==> config.mk <==
export PLATFORM = sky130hd
export DESIGN_NAME = seq_ctrl
export DESIGN_NICKNAME = d
export VERILOG_FILES = /design/src/rtl/seq_ctrl.sv
export SDC_FILE = /design/constraint.sdc
export NUM_CORES = 1
export LEC_CHECK = 0
export CORE_ASPECT_RATIO = 0.9
export CORE_UTILIZATION = 56
export CTS_CLUSTER_SIZE = 28
export DETAILED_ROUTE_END_ITERATION = 12
export PLACE_DENSITY_LB_ADDON = 0.05
export SLEW_MARGIN = 40
export SYNTH_ARGS = -nofsm -noshare
export SYNTH_HDL_FRONTEND = slang
export SYNTH_SLANG_ARGS = --single-unit
==> constraint.sdc <==
create_clock -name CLOCK_50 -period 2.4 [get_ports CLOCK_50]
set_input_delay 0.24 -clock CLOCK_50 [delete_from_list [all_inputs] [get_ports CLOCK_50]]
set_output_delay 0.24 -clock CLOCK_50 [all_outputs]
set_load 0.05 [all_outputs]
==> src/rtl/seq_ctrl.sv <==
// seq_ctrl: three-key sequence counter (up / down / run-pause) with timed auto-advance.
// Every key is synchronized, debounced and reduced to a one-cycle press pulse before use.

module seq_ctrl_key #(
  parameter int DEBOUNCE_CYCLES = 500000
) (
  input  logic clk,
  input  logic rst_n,
  input  logic key_n,
  output logic press
);

  localparam int CW = (DEBOUNCE_CYCLES > 1) ? $clog2(DEBOUNCE_CYCLES) : 1;
  localparam logic [CW-1:0] CNT_TC = CW'(DEBOUNCE_CYCLES - 1);

  logic [1:0]    sync_q;
  logic          level_q, level_d;
  logic [CW-1:0] cnt_q, cnt_d;
  logic          press_q, press_d;

  // NOTE: every variable gets a default at the top of always_comb, so no latch is inferred.
  always_comb begin
    cnt_d   = '0;
    level_d = level_q;
    press_d = 1'b0;
    if (sync_q[1] != level_q) begin
      if (cnt_q == CNT_TC) begin
        level_d = sync_q[1];
        press_d = ~sync_q[1];
      end else begin
        cnt_d = cnt_q + 1'b1;
      end
    end
  end

  // NOTE: state flops use non-blocking assignments so all of them update together at the edge.
  always_ff @(posedge clk or negedge rst_n) begin
    if (!rst_n) begin
      sync_q  <= 2'b11;
      level_q <= 1'b1;
      cnt_q   <= '0;
      press_q <= 1'b0;
    end else begin
      sync_q  <= {sync_q[0], key_n};
      level_q <= level_d;
      cnt_q   <= cnt_d;
      press_q <= press_d;
    end
  end

  assign press = press_q;

endmodule

module seq_ctrl #(
  parameter int DEBOUNCE_CYCLES = 500000,
  parameter int STEP_CYCLES     = 25000000,
  parameter int MAX_SEQ         = 99
) (
  input  logic       CLOCK_50,
  input  logic       RESET_N,
  input  logic       KEY1,
  input  logic       KEY2,
  input  logic       KEY3,
  output logic [6:0] seq_num,
  output logic       running,
  output logic       step_pulse
);

  localparam int PW = (STEP_CYCLES > 1) ? $clog2(STEP_CYCLES) : 1;
  localparam logic [PW-1:0] PRE_TC  = PW'(STEP_CYCLES - 1);
  localparam logic [6:0]    SEQ_MAX = 7'(MAX_SEQ);

  if (MAX_SEQ < 1 || MAX_SEQ > 127) begin : g_bad_max_seq
    $error("seq_ctrl: MAX_SEQ must be in 1..127");
  end

  logic [2:0] key_n;
  logic [2:0] press;

  assign key_n = {KEY3, KEY2, KEY1};

  for (genvar i = 0; i < 3; i++) begin : g_key
    seq_ctrl_key #(.DEBOUNCE_CYCLES(DEBOUNCE_CYCLES)) u_key (
      .clk   (CLOCK_50),
      .rst_n (RESET_N),
      .key_n (key_n[i]),
      .press (press[i])
    );
  end

  logic [6:0]    seq_q, seq_d, seq_inc, seq_dec;
  logic          running_q, running_d;
  logic          step_q, step_d;
  logic [PW-1:0] presc_q, presc_d;
  logic          up_ev, dn_ev, manual, tc;

  always_comb begin
    up_ev     = press[0];
    dn_ev     = press[1];
    manual    = up_ev | dn_ev;
    tc        = running_q && (presc_q == PRE_TC);
    seq_inc   = (seq_q == SEQ_MAX) ? 7'd0 : seq_q + 7'd1;
    seq_dec   = (seq_q == 7'd0) ? SEQ_MAX : seq_q - 7'd1;
    seq_d     = seq_q;
    step_d    = 1'b0;
    running_d = running_q ^ press[2];
    presc_d   = '0;

    // Any manual event, even a cancelled up+down pair, restarts the auto-advance period.
    if (running_q && !manual && !tc) presc_d = presc_q + 1'b1;

    if (up_ev && !dn_ev) begin
      seq_d  = seq_inc;
      step_d = 1'b1;
    end else if (dn_ev && !up_ev) begin
      seq_d  = seq_dec;
      step_d = 1'b1;
    end else if (tc && !manual) begin
      seq_d  = seq_inc;
      step_d = 1'b1;
    end
  end

  always_ff @(posedge CLOCK_50 or negedge RESET_N) begin
    if (!RESET_N) begin
      seq_q     <= '0;
      running_q <= 1'b0;
      step_q    <= 1'b0;
      presc_q   <= '0;
    end else begin
      seq_q     <= seq_d;
      running_q <= running_d;
      step_q    <= step_d;
      presc_q   <= presc_d;
    end
  end

  assign seq_num    = seq_q;
  assign running    = running_q;
  assign step_pulse = step_q;

endmodule

### Word level (Yosys, flattened, before mapping)

Index checks and enable logic that the tools add are counted.

| word-level totals | value |
|---|---|
| register bits | 103 |
| input port bits | 5 |
| output and inout port bits | 9 |

| cells by class | value |
|---|---|
| add/sub/neg operators | 6 |
| equality and inequality tests | 8 |
| mux-type cells | 21 |
| bitwise gates (word level) | 5 |
| reduce and logical (&&, ||, !) cells | 15 |

Operators by type and width:

| kind | count |
|---|---|
| 2-to-1 mux 19 bit | 6 |
| adder 19 x 1 -> 19 bit (second input constant) | 3 |
| == test 19 bit (second input constant) | 3 |
| 2-to-1 mux 7 bit | 5 |
| adder 25 x 1 -> 25 bit (second input constant) | 1 |
| == test 25 bit (second input constant) | 1 |
| 2-to-1 mux 25 bit | 1 |
| 2-to-1 mux 1 bit | 9 |
| adder 7 x 1 -> 7 bit (second input constant) | 1 |
| == test 7 bit (second input constant) | 1 |
| logical NOT 7 bit | 1 |
| subtractor 7 x 1 -> 7 bit (second input constant) | 1 |
| logical AND 1 bit | 6 |
| AND reduction 2 bit | 3 |
| logical NOT 1 bit | 4 |
| inequality test 1 bit | 3 |
| NOT 1 bit | 3 |
| nonzero test 3 bit | 1 |
| bitwise OR 1 bit | 1 |
| bitwise XOR 1 bit | 1 |

### Logic depth before layout (Yosys ltp)

| depth | value |
|---|---|
| depth after elaboration | 6 |
| mapped depth | 7 |
| depth with buffers taken out | 6 |

### Modules after synthesis

From an unflattened synthesis, not the netlist that was laid out.

| second synthesis, totals | value |
|---|---|
| cells, all modules | 536 |
| area, all modules | 5,327.6 um2 |

Modules (own cells, without submodules):

| module | times used | cells an instance | area each (um2) | seq. area each (um2) |
|---|---|---|---|---|
| seq_ctrl_key | 3 | 110 | 1,122.3 | 579.3 |
| seq_ctrl | 1 | 206 | 1,960.6 | 850.8 |

### Worst setup path after synthesis

Ideal clock, no wire load.

| timing | value |
|---|---|
| kind | register -> register |
| start point | register running_q (netlist: running) |
| end point | register presc_q[2] |
| arrival time | 2.014 ns |
| required time | 2.279 ns |
| path slack | 0.264 ns |
| cell stages (with the launch flop) | 6 |
| clock period less this slack | 2.136 ns |
| cells stage by stage | dfrtp_1 nor4bb_1 nand4_1 o311ai_2 buf_2 nor2_1 |

| on the way | value |
|---|---|
| cells in the longest elaborated chain, start to end | 4 |
| elaborated cells on any way between the ends | 5 |
| those cells by class | mux: 1; reduce/logical: 4 |

Ends and longest elaborated chain:

| item | line | RTL |
|---|---|---|
| from (decl) | 93 | `logic running_q, running_d;` |
| from (signal assigned) | 133 | `running_q <= running_d;` |
| logical AND 1 bit | 102 | `tc = running_q && (presc_q == PRE_TC);` |
| logical NOT 1 bit | 111 | `if (running_q && !manual && !tc) presc_d = presc_q + 1'b1;` |
| logical AND 1 bit * | 111 |  |
| 2-to-1 mux 25 bit * | 111 |  |
| via presc_d[2] | 95 | `logic [PW-1:0] presc_q, presc_d;` |
| to (signal assigned) | 135 | `presc_q <= presc_d;` |
| to (decl) | 95 |  |

Mark *: on every way through the listed nets, which the timed path passes. The rest lies on a longest branch.
A chain may end at the register's enable or synchronous reset.

### Worst setup path after layout

| timing | value |
|---|---|
| start point | register seq_q[2] (netlist: seq_num[2]) |
| end point | output seq_num[2] |

RTL lines:

| item | line | RTL |
|---|---|---|
| from (decl) | 92 | `logic [6:0] seq_q, seq_d, seq_inc, seq_dec;` |
| from (signal assigned) | 132 | `seq_q <= seq_d;` |
| to (decl) | 65 | `output logic [6:0] seq_num,` |

No word-level cell between the ends.

==> results.yml <==
final_layout:
  drive_gt1_frac: 0.0889
  area_delta_synth_final_pct: 9.97
  nets: 584
  antenna_cells: 0
yosys:
  netlist_instances: 549
  ys.warnings.count: 0
  ys.flop_type: "dfrtp_1"
  syn_area_um2: 5350
  yosys_register_bits: 103
  synth_edf_count: 0
  synth_nets: 564
  avgSynthCellArea_um2: 9.74
  async_flop_share: 1.00
  synthDistinctLibCells: 54
  yosysSeqAreaShare: 0.484
grt:
  grt-ovfl-total: 0
  grtUsageTotal: 0.230
  antenna_found_initial: 0
  first_global_vias: 3995
  grt_max_degree: 48
  grt_pass1_wl_um: 18200
clock_tree:
  holdBufCountCts: 1
  clk_pin_slew_worst_paths_ns: 0.10
  numCtsBuffers: 9
  cts_resized: 0
  cts_max_path_buffers: 2
  insertion_delay_ns: 0.37
  cts_root_buffer: "clkbuf_8"
  postCtsSetupBuffers: 0
  cts_sinks: 103
  cts.htree.levels: 3
  cts_tree: "done"
routing:
  ant_nets: 0
  drt-pass1-iter-count: 5
  drt-total-wl_um: 10400
  via_per_inst: 5.99
  drt_iter0_drc: 162
  drc: 0
  wl_per_cell_um: 14.9
  vias: 4172
setup_path:
  cp.arrival_ns: 1.94
  setup.worst_path.end_class: "primary output"
  cpMaxStageDelayCell: "clkdlybuf4s50_1"
  critPathBufInv: 1
  critPathKind: "register to primary output"
  crit_family: "buffers and inverters"
  crit_chain: "clkdlybuf4s50_1"
  crit_path_max_incr_delay_ns: 0.90
  startpoint_type: "register"
  worst_ep_required_time_ns: 2.16
  worstPathMaxFanout: 16
floorplan:
  pin_count: 14
  die_w_um: 105
  die_area_um2: 9940
  start_util: 0.581
  core_area_um2: 9210
  chipHeight_um: 94.7
  num_rows: 33
placement:
  io_buffers: 13
  dp_hpwl_um: 7250
  gp_congestion: 0.897
timing:
  finalSetupTns_ns: 0
  fin_crit_ns: 2.18
  max_freq_ghz: 0.459
  rsz0062_at_grt: "no"
  holdWs_ns: 0.258
  hold_viol: 0
  worst_pin_slew_ns: 0.516
  finalMaxSlewViolations: 0
  fin_crit_sh: 0.907
  worst_clock_skew_ns: 0.00475
  slew_headroom: 0.655
  setup_viol: 0
run_status:
  run_status: "complete, no violations"
pwr:
  leakage_nw: 2.25
  powerDensity_nw_per_um2: 514
  vdd_ir_drop_max_mv: 0.484
hold_path:
  worstHoldPathType: "input pin to register"
flow_run:
  maxCapViolations: 0
report_power, final:
| part | total (mW) | switching [mW] | internal (mW) |
|---|---|---|---|
| combinational | 0.0924 | 0.0630 | 0.0294 |
| sequential | 1.77 | 0.0166 | 1.76 |
| clock | 1.16 | 0.649 | 0.509 |
cell families (layout without fill, tap and decap cells):
| group | count (synthesis) | after routing | synth area share |
|---|---|---|---|
| mux | 7 | 7 | 0.0143 |
| fa+ha+maj | 10 | 10 | 0.0234 |
| simple gates | 251 | 251 | 0.262 |
| xor+xnor | 49 | 49 | 0.0803 |
| flops | 103 | 103 | 0.484 |
| compound gates | 93 | 93 | 0.109 |
| buf+inv | 36 | 61 | 0.0267 |
metal layers:
| metal | global-route usage | share of wire | wire length, µm | vias to the layer above |
|---|---|---|---|---|
| met4 | 0.0892 | 0.012 | 122 | 0 |
| met3 | 0.0469 | 0.033 | 346 | 10 |
| met1 | 0.319 | 0.50 | 5200 | 2034 |
| met5 | 0 | 0 | 0 | - |
| li1 | - | - | - | 2057 |
| met2 | 0.358 | 0.45 | 4730 | 71 |
state kept, by name, indices dropped and copies added, names as in the netlist:
name                 flops
g_key.u_key.cnt_q       57
g_key.u_key.level_q      3
g_key.u_key.press        3
g_key.u_key.sync_q       6
presc_q                 25
running                  1
seq_num                  7
step_pulse               1
cell type report:
class	count	area (µm²)
fill	784	3330
multi-input combinational	410	2620
sequential	103	2590
timing repair buffer	25	233
tap	122	153
clock buffer	9	124
clock inverter	7	91.3
inverter	20	75.1
worst paths after layout:
| path | startpoint | end | slack, ns | cells past startpoint |
|---|---|---|---|---|
| min in group asynchronous | RESET_N | g_key[1].u_key.cnt_q[11] | 0.35 | 2 |
| min | KEY3 | g_key[2].u_key.sync_q[0] | 0.26 | 1 |
| min reg2reg | g_key[0].u_key.sync_q[0] | g_key[0].u_key.sync_q[1] | 0.36 | 0 |
| max | seq_num[2] | seq_num[2] | 0.22 | 1 |
| max reg2reg | presc_q[0] | presc_q[24] | 0.29 | 5 |
| max in group asynchronous | RESET_N | presc_q[23] | 1.38 | 3 |
cells in the final DEF (no fill, tap or decap), types with 13 or more instances in the layout:
master and count:
dfrtp_1 94, nor2_1 57, a21oi_1 34, nand2_1 32, nand3_1 28, nand4_1 28
xnor2_1 28, xor2_1 21, inv_1 19, or4_1 17, o21ai_0 17, or3_1 15
nor4_1 14, and3_1 13
synthesized netlist by cell type, drive strengths merged (2+ instances only):
cell	number	area, µm²
nor2b	4	25.0
a21o	2	15.0
or2	3	18.8
a311oi	2	17.5
nor2	57	214
nor4	14	87.6
nor4b	2	17.5
o31ai	12	90.1
buf	6	30.0
a31o	2	17.5
a21oi	34	170
and4	5	43.8
mux2i	2	20.0
ha	10	125
and2	2	12.5
mux2	5	56.3
nand4b	2	17.5
and3b	2	17.5
clkbuf	10	37.5
nand2	32	120
nand4	30	200
o211ai	10	75.1
o21a	2	15.0
nor4bb	3	30.0
a31oi	2	12.5
or4	17	128
xor2	21	184
dfstp	9	236
dfrtp	94	2350
nor3b	5	37.5
nor3	9	45.0
nand3	31	170
and3	13	81.3
o21ai	20	100
nand2b	2	12.5
or3	15	93.8
inv	20	75.1
xnor2	28	245
metrics by stage:
stage                     power, mW  area, µm²  setup slack [ns]  utilization  std cells
after floorplan                1.84       5350             0.264            -        549
after global placement         1.90       5650             0.410        0.614        679
after detailed placement       1.90       5650             0.309        0.614        679
after CTS                      3.07       5880             0.212        0.639        696
after global routing           3.14       5880            0.0484        0.639        696
final                          3.02       5880             0.224        0.639        696
(Power assumes the default switching activity.)
